File: config.mk
export PLATFORM = sky130hd
export DESIGN_NAME = pic_control_unit
export DESIGN_NICKNAME = d
export VERILOG_FILES = /design/src/rtl/pic_pkg.sv /design/src/rtl/pic_prio_enc.sv /design/src/rtl/pic_control_unit.sv
export SDC_FILE = /design/constraint.sdc
export NUM_CORES = 1
export LEC_CHECK = 0
export BUFFER_PORTS_ARGS = -buffer_cell sky130_fd_sc_hd__buf_2
export CAP_MARGIN = 25
export CORE_MARGIN = 1
export CORE_UTILIZATION = 50
export CTS_CLUSTER_SIZE = 40
export DETAILED_ROUTE_END_ITERATION = 10
export GPL_TIMING_DRIVEN = 0
export PLACE_DENSITY_LB_ADDON = 0.05
export SLEW_MARGIN = 25
export SYNTH_ARGS = -nofsm -noshare
export SYNTH_HDL_FRONTEND = slang
export SYNTH_SLANG_ARGS = --single-unit
File: constraint.sdc
create_clock -name clk -period 3.2 [get_ports clk]
set_input_delay 0.16 -clock clk [delete_from_list [all_inputs] [get_ports clk]]
set_output_delay 0.16 -clock clk [all_outputs]
set_load 0.01 [all_outputs]
File: src/rtl/pic_pkg.sv
// pic_pkg: shared FSM types and command decode constants for the PIC control unit.
package pic_pkg;
  typedef enum logic [2:0] {CFG_ICW1, CFG_ICW2, CFG_ICW3, CFG_ICW4, CFG_READY} cfg_state_t;
  typedef enum logic [1:0] {ACK_IDLE, ACK_1, ACK_2} ack_state_t;
  localparam int ICW1_BIT = 4;
  localparam int LTIM_BIT = 3;
  localparam int SNGL_BIT = 1;
  localparam int IC4_BIT = 0;
  localparam int AEOI_BIT = 1;
  localparam logic [1:0] OCW2_SEL = 2'b00;
  localparam logic [1:0] OCW3_SEL = 2'b01;
  localparam logic [2:0] EOI_NS = 3'b001;
  localparam logic [2:0] EOI_SP = 3'b011;
  localparam logic [1:0] RD_IRR = 2'b10;
  localparam logic [1:0] RD_ISR = 2'b11;
  // A spurious acknowledge reports the lowest-priority line.
  function automatic int ack_spurious(input int num_irq);
    return num_irq - 1;
  endfunction
endpackage

File: src/rtl/pic_prio_enc.sv
// pic_prio_enc: lowest-set-index priority encoder with valid flag.
module pic_prio_enc #(
  parameter int NUM_IRQ = 8,
  localparam int IDX_W = $clog2(NUM_IRQ)
) (
  input  logic [NUM_IRQ-1:0] req,
  output logic [IDX_W-1:0]   idx,
  output logic               valid
);
  always_comb begin
    idx = '0;
    for (int i = NUM_IRQ - 1; i >= 0; i--) if (req[i]) idx = IDX_W'(i);
  end
  assign valid = |req;
endmodule

File: src/rtl/pic_control_unit.sv
// pic_control_unit: clocked ICW/OCW command decode, IRR/ISR/IMR bookkeeping
// and two-pulse INTA vector sequencing for the interrupt controller.
module pic_control_unit import pic_pkg::*; #(
  parameter int NUM_IRQ = 8,
  parameter bit EDGE_DEFAULT = 1'b1
) (
  input  logic               clk,
  input  logic               rst_n,
  input  logic               wr_n,
  input  logic               rd_n,
  input  logic               a0,
  input  logic [7:0]         din,
  input  logic [NUM_IRQ-1:0] irq_i,
  input  logic               inta_n,
  output logic [7:0]         dout,
  output logic               dout_en,
  output logic               int_o,
  output logic               init_done
);
  localparam int IDX_W = $clog2(NUM_IRQ);
  localparam int BASE_W = 8 - IDX_W;
  cfg_state_t cfg_q, cfg_n;
  ack_state_t ack_q, ack_n;
  logic [NUM_IRQ-1:0] imr, imr_n, isr, isr_n, irr, irr_n, hist, hist_n;
  logic [NUM_IRQ-1:0] elig, below, ack_bit, irq_rise;
  logic [BASE_W-1:0] base, base_n;
  logic [IDX_W-1:0] idx_q, idx_n, el_idx, isr_idx;
  logic el_v, isr_v, spur_q, spur_n, ltim, ltim_n, sel_isr, sel_n;
  logic sngl, sngl_n, ic4, ic4_n, aeoi, aeoi_n;
  logic wr_q, inta_q, commit, icw1, wr_ok, inta_fall, inta_rise;
  logic [7:0] dout_n;
  logic dout_en_n, int_n;
  assign commit = !wr_q && wr_n;
  assign icw1 = commit && !a0 && din[ICW1_BIT];
  assign wr_ok = commit && ack_q == ACK_IDLE;
  assign inta_fall = inta_q && !inta_n;
  assign inta_rise = !inta_q && inta_n;
  assign irq_rise = irq_i & ~hist;
  assign init_done = cfg_q == CFG_READY;
  pic_prio_enc #(.NUM_IRQ(NUM_IRQ)) u_isr_enc (.req(isr), .idx(isr_idx), .valid(isr_v));
  pic_prio_enc #(.NUM_IRQ(NUM_IRQ)) u_el_enc (.req(elig), .idx(el_idx), .valid(el_v));
  // Only lines strictly above the highest in-service level may interrupt.
  always_comb begin
    below = '0;
    for (int i = 0; i < NUM_IRQ; i++) below[i] = !isr_v || i < int'(isr_idx);
  end
  assign elig = irr & ~imr & below;
  assign ack_bit = NUM_IRQ'(1) << el_idx;
  always_comb begin
    cfg_n = cfg_q;
    ack_n = ack_q;
    imr_n = imr;
    isr_n = isr;
    irr_n = ltim ? irq_i : irr | irq_rise;
    hist_n = irq_i;
    base_n = base;
    idx_n = idx_q;
    spur_n = spur_q;
    ltim_n = ltim;
    sel_n = sel_isr;
    sngl_n = sngl;
    ic4_n = ic4;
    aeoi_n = aeoi;
    dout_n = dout;
    dout_en_n = 1'b0;
    if (wr_ok && a0 && cfg_q == CFG_ICW2) begin
      base_n = din[7:IDX_W];
      cfg_n = !sngl ? CFG_ICW3 : ic4 ? CFG_ICW4 : CFG_READY;
    end else if (wr_ok && a0 && cfg_q == CFG_ICW3) begin
      cfg_n = ic4 ? CFG_ICW4 : CFG_READY;
    end else if (wr_ok && a0 && cfg_q == CFG_ICW4) begin
      aeoi_n = din[AEOI_BIT];
      cfg_n = CFG_READY;
    end else if (wr_ok && cfg_q == CFG_READY) begin
      if (a0) imr_n = din[NUM_IRQ-1:0];
      else if (din[4:3] == OCW2_SEL && din[7:5] == EOI_NS) isr_n = isr & ~(NUM_IRQ'(1) << isr_idx);
      else if (din[4:3] == OCW2_SEL && din[7:5] == EOI_SP) isr_n = isr & ~(NUM_IRQ'(1) << din[2:0]);
      else if (din[4:3] == OCW3_SEL && din[1:0] == RD_IRR) sel_n = 1'b0;
      else if (din[4:3] == OCW3_SEL && din[1:0] == RD_ISR) sel_n = 1'b1;
    end
    // The acknowledge set is applied after any same-cycle EOI so the set wins.
    if (ack_q == ACK_IDLE && inta_fall && cfg_q == CFG_READY) begin
      ack_n = ACK_1;
      spur_n = !el_v;
      idx_n = el_v ? el_idx : IDX_W'(ack_spurious(NUM_IRQ));
      if (el_v) isr_n = isr_n | ack_bit;
      if (el_v && !ltim) irr_n = (irr & ~ack_bit) | irq_rise;
    end else if (ack_q == ACK_1 && inta_fall) begin
      ack_n = ACK_2;
      dout_n = {base, idx_q};
      dout_en_n = 1'b1;
    end else if (ack_q == ACK_2) begin
      dout_en_n = !inta_rise;
      if (inta_rise) ack_n = ACK_IDLE;
      if (inta_rise && aeoi && !spur_q) isr_n = isr & ~(NUM_IRQ'(1) << idx_q);
    end else if (ack_q == ACK_IDLE && !rd_n) begin
      dout_n = a0 ? 8'(imr) : 8'(sel_isr ? isr : irr);
      dout_en_n = 1'b1;
    end
    if (icw1) begin
      cfg_n = CFG_ICW2;
      ack_n = ACK_IDLE;
      imr_n = '0;
      isr_n = '0;
      irr_n = '0;
      hist_n = '0;
      ltim_n = din[LTIM_BIT];
      sel_n = 1'b0;
      sngl_n = din[SNGL_BIT];
      ic4_n = din[IC4_BIT];
      aeoi_n = 1'b0;
      dout_en_n = 1'b0;
    end
  end
  assign int_n = cfg_q == CFG_READY && |elig && ack_q == ACK_IDLE && !icw1;
  always_ff @(posedge clk or negedge rst_n)
    if (!rst_n) begin
      cfg_q <= CFG_ICW1;
      ack_q <= ACK_IDLE;
      imr <= '0;
      isr <= '0;
      irr <= '0;
      hist <= '0;
      base <= '0;
      idx_q <= '0;
      spur_q <= 1'b0;
      ltim <= !EDGE_DEFAULT;
      sel_isr <= 1'b0;
      sngl <= 1'b0;
      ic4 <= 1'b0;
      aeoi <= 1'b0;
      wr_q <= 1'b1;
      inta_q <= 1'b1;
      dout <= '0;
      dout_en <= 1'b0;
      int_o <= 1'b0;
    end else begin
      cfg_q <= cfg_n;
      ack_q <= ack_n;
      imr <= imr_n;
      isr <= isr_n;
      irr <= irr_n;
      hist <= hist_n;
      base <= base_n;
      idx_q <= idx_n;
      spur_q <= spur_n;
      ltim <= ltim_n;
      sel_isr <= sel_n;
      sngl <= sngl_n;
      ic4 <= ic4_n;
      aeoi <= aeoi_n;
      wr_q <= wr_n;
      inta_q <= inta_n;
      dout <= dout_n;
      dout_en <= dout_en_n;
      int_o <= int_n;
    end
endmodule

======== Word level (Yosys, flattened, before mapping) ========
Cells that the tools add are included.
word-level totals
  input port bits ......................... 22
  output and inout bits ................... 11
  bits in registers ....................... 63
  word-level logic and storage cells ...... 201
operators by class
  bitwise gates (word level) .............. 17
  reductions and logical operators ........ 60
  muxes and demuxes ....................... 76
  equal/unequal tests ..................... 18
  shift-type cells ........................ 4
  magnitude comparators ................... 7
operators by type and width
  cell                                                                         count
  8-bit two-way mux                                                            29
  3-bit two-way mux                                                            23
  8-bit AND                                                                    7
  8-bit NOT                                                                    6
  1-bit by 3-bit << shifter with 8-bit output, first input constant            4
  1-bit logical AND                                                            25
  8-bit OR                                                                     3
  1-bit two-way mux                                                            19
  8-bit OR reduction                                                           2
  2-bit != test, second input constant                                         6
  4-bit nonzero test                                                           3
  1-bit logical NOT                                                            11
  2-bit two-way mux                                                            5
  3-bit by 2-bit equality test with 1-bit output, second input constant        3
  3-bit less-than comparator, first input constant                             3
  8-bit AND reduction                                                          1
  2-bit nonzero test                                                           4
  1-bit logical OR                                                             7
  2-bit equality test, second input constant                                   3
  3-bit by 1-bit equality test with 1-bit output, second input constant        2
  1-bit by 3-bit less-than comparator with 1-bit output, first input constant  2
  2-bit by 3-bit less-than comparator with 1-bit output, first input constant  2
  3-bit AND reduction                                                          2
  5-bit AND reduction                                                          1
  other kinds (7)                                                              9

======== Logic depth before layout (Yosys ltp) ========
Gate-level depths: netlist (run 1).
  word-level depth ........................ 26
  depth in mapped cells ................... 8
  gate-level depth less buffers ........... 6

======== Modules after synthesis ========
From an unflattened synthesis (run 1), not the netlist that was laid out.
unflattened totals
  cell total of the unflattened synthesis .. 393
  area, all modules ....................... 3,524.6 µm²
modules (own cells, without submodules)
  module            seq. area each (µm²)  area each (µm²)  times used  cells an instance
  pic_control_unit  1,579.0               3,362.0          1           367
  pic_prio_enc      0.0                   81.3             2           13

======== Least setup slack after synthesis (run 1) ========
No wires, ideal clock.
  path kind ............................... register -> register
  from .................................... reg cfg_q[0]
  to ...................................... reg isr[4]
  arrival ................................. 1.882 ns
  buffers on the path ..................... 0
  setup time .............................. 0.077 ns
  clock period less this slack ............ 1.960 ns
  required time ........................... 3.123 ns
  setup slack ............................. 1.240 ns
  stages on the path, launching flop included .. 7
  cells stage by stage .................... dfrtp_1 nor3b_2 and2_2 nand2_2 or4_1 nand2b_1 a21oi_1
between the ends
  word-level cells in the longest chain between the ends .. 11
  elaborated cells on any way between the ends .. 20
  classes of those cells .................. eq/ne (4); mux (10); bitwise (1); reduce/logical (5)
ends and longest elaborated chain
  element                  line                     source
  from (decl)              pic_control_unit.sv:22   cfg_state_t cfg_q, cfg_n;
  from (signal assigned)   pic_control_unit.sv:138  cfg_q <= cfg_n;
  3-bit equality test (*)  -
  via init_done            pic_control_unit.sv:18   output logic init_done
  1-bit logical AND        pic_control_unit.sv:74   end else if (wr_ok && cfg_q == CFG_READY) begin
  8-bit two-way mux        pic_control_unit.sv:74
  8-bit two-way mux        pic_control_unit.sv:71   end else if (wr_ok && a0 && cfg_q == CFG_ICW4) begin
  8-bit two-way mux        pic_control_unit.sv:69   end else if (wr_ok && a0 && cfg_q == CFG_ICW3) begin
  8-bit two-way mux        pic_control_unit.sv:66   if (wr_ok && a0 && cfg_q == CFG_ICW2) begin
  8-bit two-way mux        pic_control_unit.sv:95   if (inta_rise && aeoi && !spur_q) isr_n = isr & ~(NUM_IRQ'(1) << idx_q);
  8-bit two-way mux        pic_control_unit.sv:92   end else if (ack_q == ACK_2) begin
  8-bit two-way mux        pic_control_unit.sv:88   end else if (ack_q == ACK_1 && inta_fall) begin
  8-bit two-way mux (*)    pic_control_unit.sv:82   if (ack_q == ACK_IDLE && inta_fall && cfg_q == CFG_READY) begin
  8-bit two-way mux (*)    pic_control_unit.sv:100  if (icw1) begin
  via isr_n[4]             pic_control_unit.sv:24   logic [NUM_IRQ-1:0] imr, imr_n, isr, isr_n, irr, irr_n, hist, hist_n;
  to (signal assigned)     pic_control_unit.sv:141  isr <= isr_n;
  to (decl)                pic_control_unit.sv:24
Mark *: on every way through the listed nets, which the timed path passes. The rest lies on a longest branch.
A chain may end at the register's enable or synchronous reset.

======== Final worst setup path (run 1) ========
  from .................................... reg isr[2]
  to ...................................... reg irr[5]
between the ends
  word-level cells in the longest chain between the ends .. 20
  elaborated cells on any way between the ends .. 37
  classes of those cells .................. order compare (7); shift (1); mux (14); bitwise (4); reduce/logical (11)
ends and longest elaborated chain
  element                                      line                     source
  3-bit two-way mux (3 in a row)               pic_prio_enc.sv:12       for (int i = NUM_IRQ - 1; i >= 0; i--) if (req[i]) idx = IDX_W'(i);
  3-bit less-than comparator                   pic_control_unit.sv:45   for (int i = 0; i < NUM_IRQ; i++) below[i] = !isr_v || i < int'(isr_idx);
  1-bit logical OR                             pic_control_unit.sv:45
  8-bit AND (*)                                pic_control_unit.sv:47   assign elig = irr & ~imr & below;
  3-bit two-way mux (7 in a row)               pic_prio_enc.sv:12
  1-bit by 3-bit << shifter with 8-bit output  pic_control_unit.sv:48   assign ack_bit = NUM_IRQ'(1) << el_idx;
  8-bit NOT                                    pic_control_unit.sv:87   if (el_v && !ltim) irr_n = (irr & ~ack_bit) | irq_rise;
  8-bit AND                                    pic_control_unit.sv:87
  8-bit OR                                     pic_control_unit.sv:87
  8-bit two-way mux (*)                        pic_control_unit.sv:87
  8-bit two-way mux (*)                        pic_control_unit.sv:82
  8-bit two-way mux (*)                        pic_control_unit.sv:100
  via irr_n[5]                                 pic_control_unit.sv:24
  to (signal assigned)                         pic_control_unit.sv:142  irr <= irr_n;
  to (decl)                                    pic_control_unit.sv:24
Marked as above.

==> reports/metrics.cfg, run 1 <==
[outcome]
status = finished, final reports clean

[clock_network]
cts_htree_levels = 3
post_cts_buffers = 0
cts_inserted_buffers = 9
clk_pin_slew_ps = 70
holdBufCountCts = 3
cts_resized = 0
clock-sinks = 63
root_buffer = clkbuf_8
cts_tree = yes
clockBufferDepth = 2
clk_latency_ps = 350

[floorplanning]
die-width_microns = 87.7
coreArea_sq_um = 6940
row_count = 30
die_y_microns = 87.7
io_pins = 33
die_area_sq_um = 7680
initial_core_util = 0.528

[yosys]
ys.flop_type = dfrtp_1
ys_types = 66
synthCells = 419
synth_top_area_frac = 0.416
yosysWarningCount = 0
synth_top_cells_by_area = dfrtp_1 42%, o21ai_0 5.2%, a21oi_1 4.9%
synth-edff-count = 0
yosys.area.top_type = dfrtp_1
ys_seq_area_frac = 0.430
synth.avg_cell_area_sq_um = 8.76
synth-seq-cells = 63
syn-cell-area_sq_um = 3670
syn-num-nets = 441
async_flop_share = 1.00

[critical_path]
r2r_start = isr[2]
endpoint_kind = flop
critPathCapture = irr[5]
critical_path_arrival_ps = 2720
slowest_delay_ps = 540
path_max_fanout = 10
crit_start = isr[2]
crit_chain = buf_6, nor4_2, nand4_1, nor4_1, o21ai_0, o211a_1
cpMaxStageDelayCell = nor4_2
worstSetupPathType = reg2reg
ff2ff_path_depth = 6
critical_path_required_ps = 3430
r2r_end = irr[5]
start_kind = flop
reg2reg_slack_ps = 710

[detailed_routing]
initialDrtViolationCount = 245
wl_per_cell_microns = 18.2
drc = 0
vias = 3391
drtAntennaViolNets = 0
drtPass1Iterations = 5
routed_via_density = 5.98
drt-total-wl_mm = 10.3

[final_layout]
mostFrequentLayoutCells = 61 x dfrtp_1, 42 x nor2_1, 38 x o21ai_0
drive_gt1_frac = 0.183
layout_commonest_cell = dfrtp_1
fin_nets = 488
synthToLayoutAreaGrowth_pct = 14.7
n_antenna_cell = 0

[sta]
tns_ps = 0
maxSlewViolCount = 0
finalSetupViolations = 0
worstMarginPinSlew_ps = 795
hold_viol_final = 0
fmax_mhz = 402
finalCriticalPeriod_ps = 2490
period_share = 0.777
rsz0062_at_grt = false
relSlewSlack = 0.468
timing.final.ws_setup_ps = 713
whs_ps = 35.9
finClkSkew_ps = 11.7

[placed_design]
dp_hpwl_mm = 7.74
io_buffer_count = 32
gp_congestion = 0.978
place_ws_ps = 792

[job]
drv_cap = 0

[grt]
grt_pass1_vias = 3275
antenna_found_initial = 0
grt_first_pass_wirelength_mm = 16.8
grt_max_degree = 46
grt_use_total = 0.294
overflow = 0

[power]
total_power_w = 0.00322
power.density_nw_per_um2 = 764
vdd_ir_drop_max_uv = 307
cellLeakagePower_nw = 1.83

[min_path]
hp-class = in2reg

report_power, final:
part / internal, W / switching [W]
combinational: 0.000498 / 0.000802
clock: 0.000399 / 0.000312
sequential: 0.00101 / 0.000196
routing by layer:
metal / vias to the layer above / global-route usage / part of all wire
li1: 1595 / - / -
met1: 1629 / 0.412 / 0.48
met2: 134 / 0.457 / 0.44
met3: 33 / 0.0415 / 0.053
met4: 0 / 0.125 / 0.029
met5: - / 0 / 0
kinds of logic after synthesis:
group	share of synthesized area
muxes	0.0484
and+or+nand+nor	0.252
buffers and inverters	0.0508
DFF	0.430
AOI/OAI and AO/OA	0.218
sequential cells by signal (all words and copies together) (netlist names), 2 cells and up:
signal,cells
dout,8
hist,8
imr,8
irr,8
isr,8
base,5
cfg_q,3
idx_q,3
ack_q,2
how the worst min path moves through the flow:
stage	from	to	slack, ps	depth (start not counted)
2_1_floorplan	rst_n	ack_q[0]	-140	0
5_1_grt	irq_i[6]	hist[6]	30	2
6_report	irq_i[7]	hist[7]	40	2
3_5_place_dp	rst_n	ack_q[0]	60	1
4_1_cts	irq_i[6]	hist[6]	30	2
3_3_place_gp	wr_n	wr_q	270	1
per-stage QoR:
| step | instances | util | area [sq um] |
|---|---|---|---|
| after detailed placement | 548 | 0.573 | 3980 |
| final | 567 | 0.606 | 4210 |
| after global placement | 547 | 0.569 | 3950 |
| after CTS | 567 | 0.606 | 4210 |
| after floorplan | 419 | - | 3670 |
| after global routing | 567 | 0.606 | 4210 |
cells in the mapped netlist (2+ instances only):
cell	n
nor4_1	3
a21oi_1	36
nand2b_1	8
and3_1	4
dfstp_2	2
o21a_1	2
nand2_1	37
inv_1	22
mux2_2	6
or2_2	4
mux2i_1	11
o211ai_1	4
a211oi_1	2
nor4b_2	2
clkbuf_1	15
nand3b_1	3
nor3_1	5
nand3_1	23
dfrtp_1	61
buf_6	2
nor4b_1	2
nand4_1	4
nor2_1	42
a22o_1	3
o21ai_0	38
a31oi_1	8
and2_1	7
o22ai_1	5
a221o_1	2
a221oi_1	2
o21ai_1	5
nor2b_1	10
and2b_1	2
buf_2	5
critical path: cells and delay by family, from the launching register on:
kind | cells | cell delay (ps)
flip-flops | 1 | 400
AO/OA/AOI/OAI | 2 | 410
AND/OR/NAND/NOR | 3 | 1410
buffers and inverters | 1 | 150
cell type report:
type,count,area (sq um)
Clock inverter,4,45.0
Inverter,22,82.6
Tap cell,96,120
Fill cell,653,2740
Clock buffer,12,155
Multi-Input combinational cell,312,1900
Buffer,22,104
Sequential cell,63,1580
Timing Repair Buffer,36,220
Note: power is estimated with default switching activity, not from simulation.
==> inputs of run 2 (changes only) <==
- clock period: 3.2 -> 2 ns (I/O delays scaled with it)
==> run 2 against run 1 <==
  * The flow now finishes with violations (negative setup slack)
  * Utilization up 8.9 points
  * Clock skew barely moved
  * Power up 91%
  * Final cell count grew 7.2%
  * Combinational power grew 130%
  * Sequential share of layout area shrank 4.7 points
  * Worst setup slack worse by 810 ps
  * Die area did not move
  * Critical path type unchanged
==> reports/metrics.cfg, run 2 (same netlist as run 1, synthesis figures left out) <==
[outcome]
status = finished, violations left
violations = negative setup slack

[detailed_routing]
drtPass1Iterations = 5  ; unchanged
routed_via_density = 5.98  ; about the same
drc = 0  ; unchanged
initialDrtViolationCount = 255  ; +4.1%
met1Wirelength_mm = 4.91  ; -0.43%
dr.max_layer_used = met4
dr_wl_met2_mm = 5.00  ; +10%
vias = 3633  ; +7.1%
drtAntennaViolNets = 0  ; unchanged
wl_per_cell_microns = 18.2  ; about the same
drt-total-wl_mm = 11.1  ; +7.2%
dr_wl_met3_microns = 736  ; +36%

[sta]
maxSlewViolCount = 0  ; unchanged
fmax_mhz = 477  ; +19%
finalSetupViolations = 10  ; +10
finalCriticalPeriod_ps = 2100  ; -391 ps
finClkSkew_ps = 11.3  ; -0.388 ps
rsz0062_at_grt = true
worstMarginPinSlew_ps = 717  ; -78.1 ps
hold_viol_final = 0  ; unchanged
period_share = 1.05  ; +0.271
timing.final.ws_setup_ps = -96.6  ; -809 ps
relSlewSlack = 0.515  ; +0.0473

[critical_path]
ff2ff_path_depth = 7  ; +1
r2r_start = isr[2]
path_max_fanout = 6  ; -4
endpoint_kind = flop
r2r_end = irr[2]
start_kind = flop
critical_path_arrival_ps = 2320  ; -400 ps
critPathCapture = irr[2]
crit_start = isr[2]
reg2reg_slack_ps = -100  ; -810 ps
critical_path_required_ps = 2220  ; -1210 ps
worstSetupPathType = reg2reg

[grt]
antenna_found_initial = 0  ; unchanged
grt_max_degree = 46  ; unchanged
overflow = 0  ; unchanged
grt_first_pass_wirelength_mm = 17.6  ; +4.9%
grt_use_total = 0.309  ; +0.0149
grt_pass1_vias = 3420  ; +4.4%

[final_layout]
synthToLayoutAreaGrowth_pct = 31.6
fillers = 554  ; -15%
fin_util = 0.695  ; +0.0890
n_antenna_cell = 0  ; unchanged
layout_commonest_cell = dfrtp_1
mostFrequentLayoutCells = 57 x dfrtp_1, 39 x nor2_1, 37 x nand2_1, 37 x buf_4, 36 x o21ai_0
fin_nets = 529  ; +8.4%
multi_input_area_sq_um = 2140  ; +12%
regArea_sq_um = 1580  ; +0.32%
drive_gt1_frac = 0.316  ; +0.134

[min_path]
hold_start = irq_i[3]
hp-class = in2reg
holdPathStages = 2  ; unchanged

[floorplanning]
initial_core_util = 0.528  ; unchanged
die-width_microns = 87.7  ; unchanged
io_pins = 33  ; unchanged
die_y_microns = 87.7  ; unchanged
coreArea_sq_um = 6940  ; unchanged
die_area_sq_um = 7680  ; unchanged
row_count = 30  ; unchanged

[placed_design]
dp_hpwl_mm = 7.74  ; unchanged
io_buffer_count = 32  ; unchanged
gp_congestion = 0.978  ; unchanged

[power]
total_power_w = 0.00614  ; +91%
cellLeakagePower_nw = 2.14  ; +17%
vdd_ir_drop_max_uv = 533  ; +74%
power.density_nw_per_um2 = 1270  ; +67%

[job]
drv_cap = 0  ; unchanged

[clock_network]
clk_pin_slew_ps = 70  ; about the same
clockBufferDepth = 2  ; unchanged
root_buffer = clkbuf_8
cts_inserted_buffers = 9  ; unchanged
cts_htree_levels = 3  ; unchanged
clk_latency_ps = 350  ; about the same
clock-sinks = 63  ; unchanged
cts_tree = yes

==> run 2: report_power, final <==
group          total (W)  internal, W  leakage (nW)  switching, W
logic            0.00304      0.00144          1.23       0.00160
registers        0.00196      0.00162         0.797      0.000341
clock network    0.00114     0.000638         0.106      0.000502
total            0.00614      0.00370          2.14       0.00244
==> run 2: worst min-delay path by stage <==
stage	endpoint
2_1_floorplan	ack_q[0]
5_1_grt	imr[5]
3_3_place_gp	wr_q
3_5_place_dp	ack_q[0]
4_1_cts	base[2]
6_report	hist[3]
==> run 2: critical path, cell delays in order (launching register included) <==
cell and delay, ps:
dfrtp_1 400, buf_6 140, or4_4 560, nor2_4 130
o221ai_4 150, a21oi_4 290, mux2i_1 210, a31oi_1 100
==> run 2: repair_timing <==
action,4_1_cts,5_1_grt
resized for setup,39,29
gates cloned,0,0
hold buffers,9,1
pin swaps,19,20
buffers inserted,21,16
setup endpoints to repair,36,43
hold endpoints to repair,71,1
==> run 2: layer usage <==
metal / vias to the layer above / track usage
met4: 0 / 0.143
li1: 1675 / -
met1: 1738 / 0.424
met5: - / 0
met2: 179 / 0.484
met3: 41 / 0.0462
==> run 2: layout make-up <==
cell class / count / share of cell area
Multi-Input combinational cell: 312 / 0.443
Sequential cell: 63 / 0.328
Timing Repair Buffer: 80 / 0.122
Clock buffer: 12 / 0.0321
Tap cell: 96 / 0.0249
Buffer: 19 / 0.0236
Inverter: 22 / 0.0171
Clock inverter: 4 / 0.00933
==> run 2: through the flow <==
stage               setup TNS, ps  cell area [sq um]  hold WS, ps  instances  setup slack [ps]
CTS                          -482               4610         2.33        592             -97.7
finish                       -579               4830         14.0        608             -96.6
detailed placement          -6660               3980         2.96        548              -408
floorplan                       0               3670         -196        419              40.3
global route                -1360               4830         20.0        608              -186
global placement            -6680               3950          214        547              -416
==> inputs of run 3 (changes only) <==
- SYNTH_HIERARCHICAL: unset -> 1
==> run 3 against run 2 <==
  * The run still ends with negative setup slack left
  * Global-route usage down 0.54 points
  * Register-to-register slack lost 760 ps
  * First-iteration DRC count down 22%
  * Die area decreased by 3.8%
  * Sequential power rose by 4%
  * Wire length down 6.1%
  * Worst hold slack improved by 18 ps
  * Combinational power increased by 36%
  * Largest power group unchanged
==> reports/metrics.cfg, run 3 <==
[sta]
timing.final.ws_setup_ps = -856  ; -760 ps
rsz0062_at_grt = true
period_share = 1.43  ; +0.380
relSlewSlack = 0.560  ; +0.0449
finalCriticalPeriod_ps = 2860  ; +760 ps
finClkSkew_ps = 9.33  ; -1.95 ps
finalSetupViolations = 20  ; +10
fmax_mhz = 350  ; -27%
hold_viol_final = 0  ; unchanged
worstMarginPinSlew_ps = 660  ; -57.2 ps
maxSlewViolCount = 0  ; unchanged

[yosys]
yosys.area.top_type = dfrtp_1
syn-cell-area_sq_um = 3520  ; -3.9%
synth_top_area_frac = 0.433  ; +0.0170
async_flop_share = 1.00  ; unchanged
yosysWarningCount = 6  ; +6
synth.avg_cell_area_sq_um = 8.97  ; +2.4%
synthCells = 393  ; -6.2%
syn-num-nets = 415  ; -5.9%
synth_top_cells_by_area = dfrtp_1 43%, nand2_1 5.1%, mux2i_1 4.8%
synth-edff-count = 0  ; unchanged
yosys-top-cells-count = 61 x dfrtp_1, 48 x nand2_1, 31 x a21oi_1
ys.flop_type = dfrtp_1
synth-seq-cells = 63  ; unchanged
synth.most_common_cell = dfrtp_1
ys_types = 56  ; -15%
ys_seq_area_frac = 0.448  ; +0.0176

[final_layout]
multi_input_area_sq_um = 2030  ; -4.9%
n_antenna_cell = 0  ; unchanged
layout_commonest_cell = dfrtp_1
drive_gt1_frac = 0.288  ; -0.0286
fin_util = 0.675  ; -0.0198
mostFrequentLayoutCells = 57 x dfrtp_1, 47 x nand2_1, 36 x buf_2
synthToLayoutAreaGrowth_pct = 30.2
regArea_sq_um = 1580  ; unchanged
finalNonFillerCells = 572  ; -5.9%
fin_nets = 493  ; -6.8%
fillers = 549  ; -0.90%

[critical_path]
path_max_fanout = 6  ; unchanged
worstSetupPathType = reg2reg
endpoint_kind = flop
critical_path_arrival_ps = 3080  ; +760 ps
critical_path_required_ps = 2230  ; about the same
start_kind = flop

[grt]
groute.layer.met1.usage = 0.411  ; -0.0124
grt_pass1_vias = 3189  ; -6.8%
grt_first_pass_wirelength_mm = 16.7  ; -5.2%
antenna_found_initial = 0  ; unchanged
grt_use_total = 0.304  ; -0.00544
grt_max_degree = 37  ; -20%
grt_use_met3 = 0.0616  ; +0.0154
use_met2 = 0.474  ; -0.00964
busiest_layer = met2
overflow = 0  ; unchanged

[placed_design]
placed_cells = 521  ; -4.9%
io_buffer_count = 31  ; -3.1%
dp_hpwl_mm = 7.15  ; -7.6%
gp_congestion = 0.982  ; +0.39%

[detailed_routing]
wl_per_cell_microns = 18.2  ; -0.23%
vias = 3228  ; -11%
initialDrtViolationCount = 199  ; -22%
drtAntennaViolNets = 0  ; unchanged
drc = 0  ; unchanged
drt-total-wl_mm = 10.4  ; -6.1%
routed_via_density = 5.64  ; -5.6%
drtPass1Iterations = 4  ; -1

[floorplanning]
die_y_microns = 86.0  ; -1.9%
io_pins = 33  ; unchanged
coreArea_sq_um = 6790  ; -2.2%
die-width_microns = 86.0  ; -1.9%
die_area_sq_um = 7390  ; -3.8%
row_count = 30  ; unchanged
initial_core_util = 0.519  ; -0.00950

[clock_network]
cts_inserted_buffers = 9  ; unchanged
clock-sinks = 63  ; unchanged
clk_pin_slew_ps = 70  ; about the same
clk_latency_ps = 350  ; about the same
cts_tree = yes
clockBufferDepth = 2  ; unchanged
cts_htree_levels = 3  ; unchanged
root_buffer = clkbuf_8

[power]
cellLeakagePower_nw = 1.91  ; -10%
vdd_ir_drop_max_uv = 687  ; +29%
power.density_nw_per_um2 = 1600  ; +26%

[job]
drv_cap = 0  ; unchanged

[min_path]
hp-class = in2reg

[outcome]
violations = negative setup slack
status = finished, violations left

-- run 3: cell types whose count changed after synthesis, moves of 5 or more --
cell	previous run	this run
mux2i_1	11	17
nand3_1	23	16
nor3_1	5	10
a21oi_1	36	31
nor3b_1	1	6
o21ai_0	38	24
nor2_1	42	30
nand2_1	37	48
inv_1	22	13
nor4_1	3	8
-- run 3: kinds of logic (layout without fill, tap and decap cells) --
logic type	count (synthesis)	after routing	synth area share
AO/OA/AOI/OAI	88	88	0.147
flip-flops	63	63	0.448
buffers and inverters	36	119	0.0437
AND/OR/NAND/NOR	183	183	0.294
multiplexers	23	23	0.0674
-- run 3: metal layers --
metal  vias to the layer above  part of all wire
li1                       1569                 -
met1                      1554              0.45
met2                        84              0.47
met3                        21             0.052
met4                         0             0.021
met5                         -                 0
-- run 3: path summary, 6_finish.rpt --
path | from | end | slack (ps) | cells after the start
max | isr[4] | irr[3] | -860 | 13
max in group asynchronous | rst_n | inta_q | 1200 | 3
min | din[6] | imr[6] | 30 | 3
min in group asynchronous | rst_n | dout[7] | 210 | 2
min reg2reg | base[0] | base[0] | 510 | 1
max reg2reg | isr[4] | irr[3] | -860 | 13
-- run 3: layout make-up --
class | count | area share
multi-input combinational | 294 | 0.443
sequential | 63 | 0.345
timing repair buffer | 68 | 0.106
clock buffer | 12 | 0.0295
tap | 96 | 0.0262
buffer | 21 | 0.0229
clock inverter | 4 | 0.0153
inverter | 14 | 0.0115
-- run 3: metrics by stage --
stage               power (W)  cell area, sq um  TNS [ps]  hold slack (ps)  worst slack (ps)
finish                0.00736              4590    -14030             31.7              -856
global route          0.00780              4590    -15900             52.9              -959
CTS                   0.00683              4460    -12100             30.6              -754
detailed placement    0.00477              3890    -18970             46.0             -1200
global placement      0.00474              3860    -19290              214             -1230
floorplan             0.00405              3590     -8780             -196              -647
-- run 3: report_power, final --
part | switching (W) | internal, W | leakage, nW | total, W
combinational | 0.00229 | 0.00183 | 1.03 | 0.00412
clock | 0.000508 | 0.000699 | 0.104 | 0.00121
sequential | 0.000377 | 0.00166 | 0.778 | 0.00204
-- run 3: repair_timing --
action                                  4_1_cts  5_1_grt
endpoints found under the setup margin       30       37
endpoints found under the hold margin        40        0
resized for setup                            31       23
hold buffers                                 14        0
pin swaps                                    22       13
setup buffers                                13        9
cloned                                        0        0
-- run 3: worst max-delay path: stages, from the launching register on --
cell and delay (ps):
dfrtp_2 480, nor2_1 110, o21ai_0 70, a21boi_0 220, buf_4 200, nor2_4 60
buf_4 160, a21oi_4 240, nor2_4 80, nand3_2 110, and3b_2 230, nand4_1 280
nor3b_2 370, o2bb2ai_1 100
